`config.mk`:
```
export PLATFORM = sky130hd
export DESIGN_NAME = basket_controller
export DESIGN_NICKNAME = d
export VERILOG_FILES = /design/src/rtl/basket_pkg.sv /design/src/rtl/product_price_rom.sv /design/src/rtl/basket_controller.sv
export SDC_FILE = /design/constraint.sdc
export NUM_CORES = 1
export LEC_CHECK = 0
export ABC_AREA = 1
export CAP_MARGIN = 10
export CORE_ASPECT_RATIO = 0.6
export CORE_MARGIN = 2
export CORE_UTILIZATION = 51
export CTS_BUF_LIST = sky130_fd_sc_hd__clkbuf_4 sky130_fd_sc_hd__clkbuf_8
export DETAILED_ROUTE_END_ITERATION = 8
export HOLD_SLACK_MARGIN = 0.02
export PLACE_DENSITY_LB_ADDON = 0.1
export SLEW_MARGIN = 40
export SYNTH_ARGS = -nofsm -noshare
export SYNTH_HDL_FRONTEND = slang
export SYNTH_HIERARCHICAL = 1
export SYNTH_SLANG_ARGS = --single-unit
```
`constraint.sdc`:
```
create_clock -name CLOCK_50 -period 11.4 [get_ports CLOCK_50]
set_input_delay 3.42 -clock CLOCK_50 [delete_from_list [all_inputs] [get_ports CLOCK_50]]
set_output_delay 3.42 -clock CLOCK_50 [all_outputs]
set_load 0.1 [all_outputs]
```
`src/rtl/basket_pkg.sv`:
```
// Shared types and constants for the shopping basket controller:
// state encoding, error codes, slot layout and the product price table.
package basket_pkg;

  localparam int PRODUCT_COUNT = 12;

  // Unit price (8 bits) for product IDs 0..11.
  localparam logic [7:0] PRICE_TABLE [PRODUCT_COUNT] = '{
    8'd12, 8'd25, 8'd40, 8'd55, 8'd15, 8'd30,
    8'd80, 8'd120, 8'd5, 8'd60, 8'd200, 8'd255
  };

  typedef enum logic [2:0] {
    ERR_NONE    = 3'd0,
    ERR_FULL    = 3'd1,
    ERR_EMPTY   = 3'd2,
    ERR_QTY_SAT = 3'd3,
    ERR_BAD_ARG = 3'd4,
    ERR_BUSY    = 3'd5
  } err_t;

  typedef enum logic [2:0] {
    ST_IDLE,
    ST_SEARCH,
    ST_WRITE,
    ST_COMPACT,
    ST_DONE
  } state_t;

  typedef struct packed {
    logic [3:0] id;
    logic [2:0] qty;
  } slot_t;

endpackage

```
`src/rtl/product_price_rom.sv`:
```
// Combinational product price lookup; IDs outside the catalogue price at 0.
module product_price_rom
  import basket_pkg::*;
(
  input  logic [3:0] id,
  output logic [7:0] price
);

  always_comb begin
    price = '0;
    if (id < 4'(PRODUCT_COUNT)) price = PRICE_TABLE[id];
  end

endmodule

```
`src/rtl/basket_controller.sv`:
```
// Customer basket: merges/appends adds, compacts on cancel, keeps a running
// total price and exposes a combinational read port for the display.
module basket_controller
  import basket_pkg::*;
#(
  parameter int NUM_SLOTS = 8,
  parameter int MAX_QTY   = 7,
  parameter int TOTAL_W   = 16,
  localparam int IDX_W    = $clog2(NUM_SLOTS),
  localparam int CNT_W    = IDX_W + 1
) (
  input  logic               CLOCK_50,
  input  logic               RESET_N,
  input  logic               Add_Req,
  input  logic [3:0]         Add_ProductID,
  input  logic [2:0]         Add_Quantity,
  input  logic               Cancel_Req,
  input  logic               Clear_Req,
  input  logic               Cursor_Up,
  input  logic               Cursor_Down,
  input  logic [IDX_W-1:0]   Read_Index,
  output logic [3:0]         Read_ProductID,
  output logic [2:0]         Read_Quantity,
  output logic               Read_Valid,
  output logic               Busy,
  output logic               Done,
  output logic               Error,
  output logic [2:0]         Error_Code,
  output logic [CNT_W-1:0]   Item_Count,
  output logic [IDX_W-1:0]   Cursor,
  output logic [TOTAL_W-1:0] Total_Price
);

  state_t             state;
  slot_t              slots [NUM_SLOTS];
  logic [CNT_W-1:0]   count;
  logic [IDX_W-1:0]   cursor;
  logic [TOTAL_W-1:0] total;
  logic               busy, done, error;
  err_t               err_code;
  logic [3:0]         add_id;
  logic [2:0]         add_qty;
  logic               add_match;
  logic [CNT_W-1:0]   idx;

  logic [CNT_W-1:0]   srch_idx;
  logic [3:0]         srch_id;
  logic               at_end, hit, any_req, add_bad, wr_sat;
  logic [IDX_W-1:0]   wr_slot;
  logic [2:0]         wr_old, wr_new;
  logic [3:0]         wr_sum;
  logic [3:0]         cancel_id;
  logic [7:0]         add_price, cancel_price;

  function automatic logic [2:0] sat_qty(input logic [3:0] sum);
    return (sum > 4'(MAX_QTY)) ? 3'(MAX_QTY) : sum[2:0];
  endfunction

  function automatic logic [TOTAL_W-1:0] line_cost(input logic [7:0] price,
                                                   input logic [2:0] qty);
    logic [10:0] prod;
    prod = {3'b000, price} * {8'd0, qty};
    return TOTAL_W'(prod);
  endfunction

  // The IDLE accept edge already compares slot 0 against the incoming ID,
  // so SEARCH continues from slot 1 and each slot costs exactly one cycle.
  always_comb begin
    srch_idx = (state == ST_IDLE) ? '0 : idx;
    srch_id  = (state == ST_IDLE) ? Add_ProductID : add_id;
    at_end   = (srch_idx == count);
    hit      = !at_end && (slots[srch_idx[IDX_W-1:0]].id == srch_id);
    wr_slot  = idx[IDX_W-1:0];
    wr_old   = slots[wr_slot].qty;
    wr_sum   = {1'b0, wr_old} + {1'b0, add_qty};
    wr_new   = sat_qty(wr_sum);
    wr_sat   = (wr_sum > 4'(MAX_QTY));
    any_req  = Add_Req | Cancel_Req | Clear_Req;
    add_bad  = (Add_ProductID >= 4'(PRODUCT_COUNT)) || (Add_Quantity == 3'd0);
    cancel_id = slots[cursor].id;
  end

  product_price_rom add_rom    (.id(add_id),    .price(add_price));
  product_price_rom cancel_rom (.id(cancel_id), .price(cancel_price));

  always_ff @(posedge CLOCK_50 or negedge RESET_N) begin
    if (!RESET_N) begin
      state     <= ST_IDLE;
      for (int i = 0; i < NUM_SLOTS; i++) slots[i] <= '0;
      count     <= '0;
      cursor    <= '0;
      total     <= '0;
      busy      <= 1'b0;
      done      <= 1'b0;
      error     <= 1'b0;
      err_code  <= ERR_NONE;
      add_id    <= '0;
      add_qty   <= '0;
      add_match <= 1'b0;
      idx       <= '0;
    end else begin
      done  <= 1'b0;
      error <= 1'b0;
      case (state)
        ST_IDLE: begin
          if (Clear_Req) begin
            for (int i = 0; i < NUM_SLOTS; i++) slots[i] <= '0;
            count    <= '0;
            cursor   <= '0;
            total    <= '0;
            done     <= 1'b1;
            err_code <= ERR_NONE;
          end else if (Cancel_Req) begin
            if (count == '0) begin
              error    <= 1'b1;
              err_code <= ERR_EMPTY;
            end else begin
              total <= total - line_cost(cancel_price, slots[cursor].qty);
              idx   <= {1'b0, cursor};
              busy  <= 1'b1;
              state <= ST_COMPACT;
            end
          end else if (Add_Req) begin
            if (add_bad) begin
              error    <= 1'b1;
              err_code <= ERR_BAD_ARG;
            end else begin
              add_id    <= Add_ProductID;
              add_qty   <= Add_Quantity;
              busy      <= 1'b1;
              add_match <= hit;
              if (at_end || hit) begin
                idx   <= '0;
                state <= ST_WRITE;
              end else begin
                idx   <= CNT_W'(1);
                state <= ST_SEARCH;
              end
            end
          end else if ((Cursor_Up ^ Cursor_Down) && (count != '0)) begin
            if (Cursor_Up)
              cursor <= (cursor == '0) ? IDX_W'(count - 1'b1) : cursor - 1'b1;
            else
              cursor <= ({1'b0, cursor} == count - 1'b1) ? '0 : cursor + 1'b1;
          end
        end

        ST_SEARCH: begin
          if (at_end) begin
            if (count == CNT_W'(NUM_SLOTS)) begin
              error    <= 1'b1;
              err_code <= ERR_FULL;
              busy     <= 1'b0;
              state    <= ST_IDLE;
            end else begin
              add_match <= 1'b0;
              state     <= ST_WRITE;
            end
          end else if (hit) begin
            add_match <= 1'b1;
            state     <= ST_WRITE;
          end else begin
            idx <= idx + 1'b1;
          end
        end

        // Merge charges only the quantity actually added after saturation.
        ST_WRITE: begin
          if (add_match) begin
            slots[wr_slot].qty <= wr_new;
            total    <= total + line_cost(add_price, wr_new - wr_old);
            error    <= wr_sat;
            err_code <= wr_sat ? ERR_QTY_SAT : ERR_NONE;
          end else begin
            slots[wr_slot] <= '{id: add_id, qty: add_qty};
            count    <= count + 1'b1;
            total    <= total + line_cost(add_price, add_qty);
            err_code <= ERR_NONE;
          end
          done  <= 1'b1;
          busy  <= 1'b0;
          state <= ST_IDLE;
        end

        ST_COMPACT: begin
          if (idx == count - 1'b1) begin
            slots[wr_slot] <= '0;
            count <= count - 1'b1;
            if ({1'b0, cursor} >= count - 1'b1)
              cursor <= (count == CNT_W'(1)) ? '0 : IDX_W'(count - CNT_W'(2));
            done     <= 1'b1;
            err_code <= ERR_NONE;
            busy     <= 1'b0;
            state    <= ST_IDLE;
          end else begin
            slots[wr_slot] <= slots[IDX_W'(idx + 1'b1)];
            idx <= idx + 1'b1;
          end
        end

        default: begin
          busy  <= 1'b0;
          state <= ST_IDLE;
        end
      endcase

      // A request landing on a busy controller is dropped but reported.
      if ((state != ST_IDLE) && any_req) begin
        error    <= 1'b1;
        err_code <= ERR_BUSY;
      end
    end
  end

  assign Read_ProductID = slots[Read_Index].id;
  assign Read_Quantity  = slots[Read_Index].qty;
  assign Read_Valid     = ({1'b0, Read_Index} < count);
  assign Busy           = busy;
  assign Done           = done;
  assign Error          = error;
  assign Error_Code     = err_code;
  assign Item_Count     = count;
  assign Cursor         = cursor;
  assign Total_Price    = total;

endmodule

```
== Yosys cells after proc, flatten, opt, wreduce, memory -nomap -nowiden ==
Memory sizes are Yosys's and may differ from the RTL's.
Index checks and enable logic that the tools add are counted.
Widths: inputs -> output; s select.
Cells by class
  add/sub/neg operators: 11
  multipliers: 3
  $lt $le $gt $ge: 14
  eq/ne operators: 38
  mux-type cells: 117
  bitwise gates (word level): 15
  reductions and logical operators: 29
Operator list (count)
  $bwmux 56: 3
  $mux 56: 3
  $pmux 56 s3: 1
  $bmux 7 s3: 5
  $mux 3: 30
  $mux 16: 4
  $mux 7: 9
  $and 56x56->56: 1
  $not 56->56: 1
  $mux 4: 13
  $mux 8: 6
  $demux 7 s3: 2
  $ne 3x3->1 const B: 12
  $mul 8x3->11: 3
  $add 16x11->16: 2
  $pmux 16 s2: 1
  $mux 1: 27
  $ne 2x2->1 const B: 13
  $ge 4x4->1 const B: 6
  $pmux 4 s3: 2
  $reduce_and 7->1: 3
  $not 3->4: 5
  $sub 16x11->16: 1
  $eq 4x4->1: 3
  46 further kinds: 71
Storage, ports and cells
  bits in registers: 100
  memory bits (read-only): 256
  output and inout bits: 37
  word-level logic and storage cells: 257
  memories: 2
Memory list
  (name not given): words 16, width 8, rd ports 1, clocked after Yosys merged registers in 0, wr ports 0, line product_price_rom.sv:11  | if (id < 4'(PRODUCT_COUNT)) price = PRICE_TABLE[id];
  (name not given): words 16, width 8, rd ports 1, clocked after Yosys merged registers in 0, wr ports 0, line product_price_rom.sv:11

== Logic depth before layout (Yosys ltp) ==
  depth after elaboration: 15
  gate-level depth with buffers: 35

== Cells and area by module ==
The synthesis kept the hierarchy.
Modules (own cells, without submodules)
  basket_controller: instances 1, cells each 1724, area each 11377.2 um^2
  product_price_rom: instances 2, cells each 45, area each 232.7 um^2

== Worst setup path after synthesis ==
Ideal clock, no wire load.
  path kind: input -> output
  start point: input Read_Index[1]
  end point: output Read_Valid
  arrival: 6.064 ns
  slack: 1.916 ns
  stages on the path: 4
  cell sequence: ha_1 -> a21boi_0 -> o21a_1 -> o21ai_0
On the way
  cells in the longest elaborated chain, start to end: 1
RTL lines
  from (decl): line basket_controller.sv:21  | input logic [IDX_W-1:0] Read_Index,
  $lt 3x4->1: line basket_controller.sv:217  | assign Read_Valid = ({1'b0, Read_Index} < count);
  to (decl): line basket_controller.sv:24  | output logic Read_Valid,
No other way between the ends.

== Worst setup path in the final report ==
  start point: input Read_Index[1]
  end point: output Read_ProductID[3]
On the way
  cells in the longest elaborated chain, start to end: 4
RTL lines
  $not 3->4 (implied by the code): line basket_controller.sv:215  | assign Read_ProductID = slots[Read_Index].id;
  $bmux 7 s3: line basket_controller.sv:215
  $mux 7 (2 in a row)
  to (decl): line basket_controller.sv:22  | output logic [3:0] Read_ProductID,
No other way between the ends. The select of a mux whose other input is x is not followed.

==> report_table.html <==
<table>
<tr><th>Metric</th><th>Value</th></tr>
<tr><th colspan="2">STA</th></tr>
<tr><td>Max transition margin</td><td>0.469</td></tr>
<tr><td>Upper clock frequency limit</td><td>109 MHz</td></tr>
<tr><td>Fin Setup TNS</td><td>0 ns</td></tr>
<tr><td>Clock Skew</td><td>0.0247 ns</td></tr>
<tr><td>Final setup viols</td><td>0</td></tr>
<tr><td>Share of the cycle needed by the critical path after routing</td><td>0.804</td></tr>
<tr><td>Post-Route Hold Slack</td><td>0.482 ns</td></tr>
<tr><td>Number of pins exceeding their max-slew limit in the final report</td><td>0</td></tr>
<tr><td>Measured slew at the worst slew-check pin</td><td>approximately 0.8 ns</td></tr>
<tr><td>Unrepaired setup endpoints after global routing</td><td>no</td></tr>
<tr><td>Final critical path time including I/O delays and setup</td><td>9.17 ns</td></tr>
<tr><td>Final hold violations</td><td>0</td></tr>
<tr><th colspan="2">Global route</th></tr>
<tr><td>Leftover overflow at the end of global routing</td><td>0</td></tr>
<tr><td>Global-route wire length before repair</td><td>67100 um</td></tr>
<tr><td>Total GRT Usage</td><td>0.360</td></tr>
<tr><td>Number of global-route vias before repair</td><td>between 10000 and 15000</td></tr>
<tr><td>Maximum number of pins on one net before global-route repair</td><td>70</td></tr>
<tr><td>Initial antenna violation count</td><td>0</td></tr>
<tr><th colspan="2">CTS</th></tr>
<tr><td>Clock Tree Buf Depth</td><td>2</td></tr>
<tr><td>Post-cts gate resize count</td><td>0</td></tr>
<tr><td>TritonCTS Buffers</td><td>9</td></tr>
<tr><td>Worst-skew pair later-pin latency</td><td>0.44 ns</td></tr>
<tr><td>Root buffer cell</td><td>sky130_fd_sc_hd__clkbuf_8</td></tr>
<tr><td>Clock transition at path regs</td><td>0.11 ns</td></tr>
<tr><td>Number of clock sinks seen by CTS</td><td>99</td></tr>
<tr><td>Count of hold-fix buffers inserted at cts</td><td>0</td></tr>
<tr><td>CTS HTree Levels</td><td>3</td></tr>
<tr><td>TritonCTS clock tree</td><td>built</td></tr>
<tr><td>Post-CTS Repair Setup Buffers</td><td>0</td></tr>
<tr><th colspan="2">Logic synthesis</th></tr>
<tr><td>Average cell area after synthesis</td><td>6.53 um^2</td></tr>
<tr><td>Yosys warns</td><td>6</td></tr>
<tr><td>Part of the Yosys area used for sequential elements</td><td>0.209</td></tr>
<tr><td>Share of synthesized registers carrying an async set or reset</td><td>1.00</td></tr>
<tr><td>Post-Syn Area</td><td>~12000 um^2</td></tr>
<tr><td>Share of the synthesized area in compound gates (AO/OA/AOI/OAI)</td><td>0.269</td></tr>
<tr><td>Area share of the largest cell type after synthesis</td><td>0.209</td></tr>
<tr><td>Total nets after synthesis</td><td>1947</td></tr>
<tr><td>Post-synthesis simple-gate area fraction</td><td>0.237</td></tr>
<tr><td>Xor-xnor portion of the synthesized cell area</td><td>0.0175</td></tr>
<tr><td>Share of synthesized area spent on multiplexers</td><td>0</td></tr>
<tr><td>Count of mapped cells out of synthesis</td><td>between 1500 and 2000</td></tr>
<tr><td>Number of enable-type register cells in the synthesized netlist</td><td>0</td></tr>
<tr><td>Number of synthesized register bits</td><td>99</td></tr>
<tr><td>Main combinational cell family by area after synthesis</td><td>compound AO/OA/AOI/OAI gates</td></tr>
<tr><td>Cell accounting for the most synthesized area</td><td>sky130_fd_sc_hd__dfrtp_1</td></tr>
<tr><td>Primary flip-flop cell chosen by synthesis mapping</td><td>sky130_fd_sc_hd__dfrtp_1</td></tr>
<tr><td>Top post-synthesis cells by area</td><td>sky130_fd_sc_hd__dfrtp_1, sky130_fd_sc_hd__nand2_1, sky130_fd_sc_hd__o21ai_0</td></tr>
<tr><td>Synth cell types</td><td>59</td></tr>
<tr><td>Synth Area in Adders</td><td>0.152</td></tr>
<tr><th colspan="2">Place</th></tr>
<tr><td>Last weighted congestion value of the routability-driven placer</td><td>0.993</td></tr>
<tr><td>Placed wire-length estimate</td><td>33100 um</td></tr>
<tr><td>Buffers added on ports</td><td>53</td></tr>
<tr><th colspan="2">Worst setup path</th></tr>
<tr><td>CP top delay family</td><td>buffers and inverters</td></tr>
<tr><td>CP bufs+invs</td><td>3</td></tr>
<tr><td>Slowest cell on the critical path</td><td>sky130_fd_sc_hd__clkdlybuf4s50_1</td></tr>
<tr><td>Largest stage delay on the critical path</td><td>0.88 ns</td></tr>
<tr><td>Critical Path End Type</td><td>primary output</td></tr>
<tr><td>Critical path launch point type</td><td>primary input</td></tr>
<tr><td>CP Cell Sequence</td><td>clkdlybuf4s50_1, inv_1, a21oi_1, o21ai_0, a31oi_1, buf_4</td></tr>
<tr><td>Arrival time at the worst endpoint</td><td>5.75 ns</td></tr>
<tr><td>Type of the setup path with the least slack</td><td>primary input to primary output</td></tr>
<tr><td>Required arrival time at the worst endpoint</td><td>7.98 ns</td></tr>
<tr><td>Biggest fanout along the worst timing path</td><td>21</td></tr>
<tr><th colspan="2">Detailed routing</th></tr>
<tr><td>Via count</td><td>12930</td></tr>
<tr><td>Wire per inst</td><td>20.4 um</td></tr>
<tr><td>Initial detailed-routing violation count</td><td>approximately 1800</td></tr>
<tr><td>Via density per instance</td><td>6.04</td></tr>
<tr><td>Count of antenna-violating nets left after detailed routing</td><td>0</td></tr>
<tr><td>Post-route DRC</td><td>0</td></tr>
<tr><td>Overall routed net length</td><td>43700 um</td></tr>
<tr><td>Pre-antenna DRT Iters</td><td>5</td></tr>
<tr><th colspan="2">Status</th></tr>
<tr><td>Status</td><td>completed</td></tr>
<tr><th colspan="2">Layout</th></tr>
<tr><td>Layout fillers</td><td>approximately 2300</td></tr>
<tr><td>Most frequent standard cell in the layout excluding fill and tap cells</td><td>sky130_fd_sc_hd__nand2_1</td></tr>
<tr><td>Multi-input logic area</td><td>8010 um^2</td></tr>
<tr><td>Proportion of layout cells with a drive suffix above 1</td><td>0.0702</td></tr>
<tr><td>Diode insertion count for antenna repair</td><td>0</td></tr>
<tr><td>Most used cells in the layout excluding fill and tap cells</td><td>sky130_fd_sc_hd__nand2_1, sky130_fd_sc_hd__inv_1, sky130_fd_sc_hd__o21ai_0</td></tr>
<tr><td>Area growth from synthesis to final layout</td><td>6.61%</td></tr>
<tr><td>Total Nets Final</td><td>~2000</td></tr>
<tr><td>Register Area</td><td>2480 um^2</td></tr>
<tr><th colspan="2">Floorplan</th></tr>
<tr><td>Die Outline Area</td><td>24500 um^2</td></tr>
<tr><td>Initial Utilization</td><td>0.515</td></tr>
<tr><td>FP Rows</td><td>43</td></tr>
<tr><td>DIE HEIGHT</td><td>122 um</td></tr>
<tr><td>Die W</td><td>201 um</td></tr>
<tr><td>I/O pin count</td><td>54</td></tr>
<tr><td>Area of the core</td><td>23000 um^2</td></tr>
<tr><th colspan="2">Worst hold path</th></tr>
<tr><td>Hold WC Path Type</td><td>flip-flop to flip-flop</td></tr>
<tr><th colspan="2">Run</th></tr>
<tr><td>Max-cap viol count</td><td>0</td></tr>
</table>
-- logic make-up (layout without fill, tap and decap cells) --
family,Yosys count,after routing
simple gates,678,678
buf+inv,345,355
flops,99,99
xor+xnor,22,22
fa+ha+maj,116,116
compound gates,554,554
-- final cells by class --
| type | instances | area share |
|---|---|---|
| clock buffers | 9 | 0.00981 |
| inverters | 268 | 0.0799 |
| repair buffers | 72 | 0.0403 |
| well taps | 315 | 0.0312 |
| clock inverters | 6 | 0.00773 |
| multi-input cells | 1370 | 0.635 |
| flip-flops and latches | 99 | 0.196 |
-- path summary, 6_finish.rpt --
kind / from / endpoint / slack [ns] / cells after the start
setup / recovery: Read_Index[1] / Read_ProductID[3] / 2.23 / 6
hold / removal: Error_Code[2]$_DFFE_PN0P_ / Error_Code[2]$_DFFE_PN0P_ / 0.48 / 2
setup reg to reg: idx[0]$_DFFE_PN0P_ / Total_Price[9]$_DFFE_PN0P_ / 3.49 / 31
hold reg to reg: Error_Code[2]$_DFFE_PN0P_ / Error_Code[2]$_DFFE_PN0P_ / 0.48 / 2
max in group asynchronous: RESET_N / slots[15]$_DFFE_PN0P_ / 7.34 / 2
min in group asynchronous: RESET_N / slots[4]$_DFFE_PN0P_ / 2.94 / 1
-- synthesized netlist by cell type (5+ instances only) --
cell,number
sky130_fd_sc_hd__nor3_1,7
sky130_fd_sc_hd__a21boi_0,5
sky130_fd_sc_hd__o21ai_0,197
sky130_fd_sc_hd__ha_1,70
sky130_fd_sc_hd__a31oi_1,21
sky130_fd_sc_hd__inv_1,247
sky130_fd_sc_hd__nand2_1,432
sky130_fd_sc_hd__o21ai_1,16
sky130_fd_sc_hd__o21a_1,6
sky130_fd_sc_hd__nand3_1,85
sky130_fd_sc_hd__o211ai_1,53
sky130_fd_sc_hd__nor2_1,120
sky130_fd_sc_hd__xnor2_1,6
sky130_fd_sc_hd__a21oi_1,180
sky130_fd_sc_hd__o22ai_1,14
sky130_fd_sc_hd__xor2_1,14
sky130_fd_sc_hd__or2_2,5
sky130_fd_sc_hd__inv_2,18
sky130_fd_sc_hd__clkbuf_1,53
sky130_fd_sc_hd__fa_1,46
sky130_fd_sc_hd__a22oi_1,25
sky130_fd_sc_hd__nand4_1,5
sky130_fd_sc_hd__nand2_2,6
sky130_fd_sc_hd__buf_6,6
sky130_fd_sc_hd__a221oi_1,16
sky130_fd_sc_hd__dfrtp_1,99
sky130_fd_sc_hd__buf_2,11
-- sequential cells by signal (all words and copies together), names as in the netlist, 2 cells and up --
signal       flops
state            2
add_id           4
Item_Count       4
Error_Code       3
Total_Price     16
idx              4
slots           56
add_qty          3
Cursor           3
-- worst reg2reg max path, delay by kind of cell (launching register included) --
kind / cells / cell delay (ns)
fa+ha+maj: 6 / 2.45
xor+xnor: 2 / 0.67
buf+inv: 8 / 1.42
flops: 1 / 0.35
simple gates: 11 / 1.58
compound gates: 4 / 1.38
-- stage by stage --
| step | std cells | utilization | worst slack, ns | cell area, um^2 |
|---|---|---|---|---|
| finish | 2139 | 0.550 | 2.23 | 12600 |
| global route | 2139 | 0.550 | 2.21 | 12600 |
| CTS | 2139 | 0.549 | 2.35 | 12600 |
| detailed placement | 2124 | 0.540 | 2.36 | 12400 |
| global placement | 2124 | 0.546 | 2.40 | 12500 |
| floorplan | 1814 | - | 1.92 | 11800 |
-- routing by layer --
metal  track usage  share of wire  vias up
li1              -              -     6059
met1         0.583           0.47     5966
met2         0.441           0.35      837
met3         0.113           0.16       68
met4        0.0843          0.018        0
met5             0              0        -
Power is not shown: default switching activity piles up to over one toggle a cycle in this logic, so the estimate is an artifact.
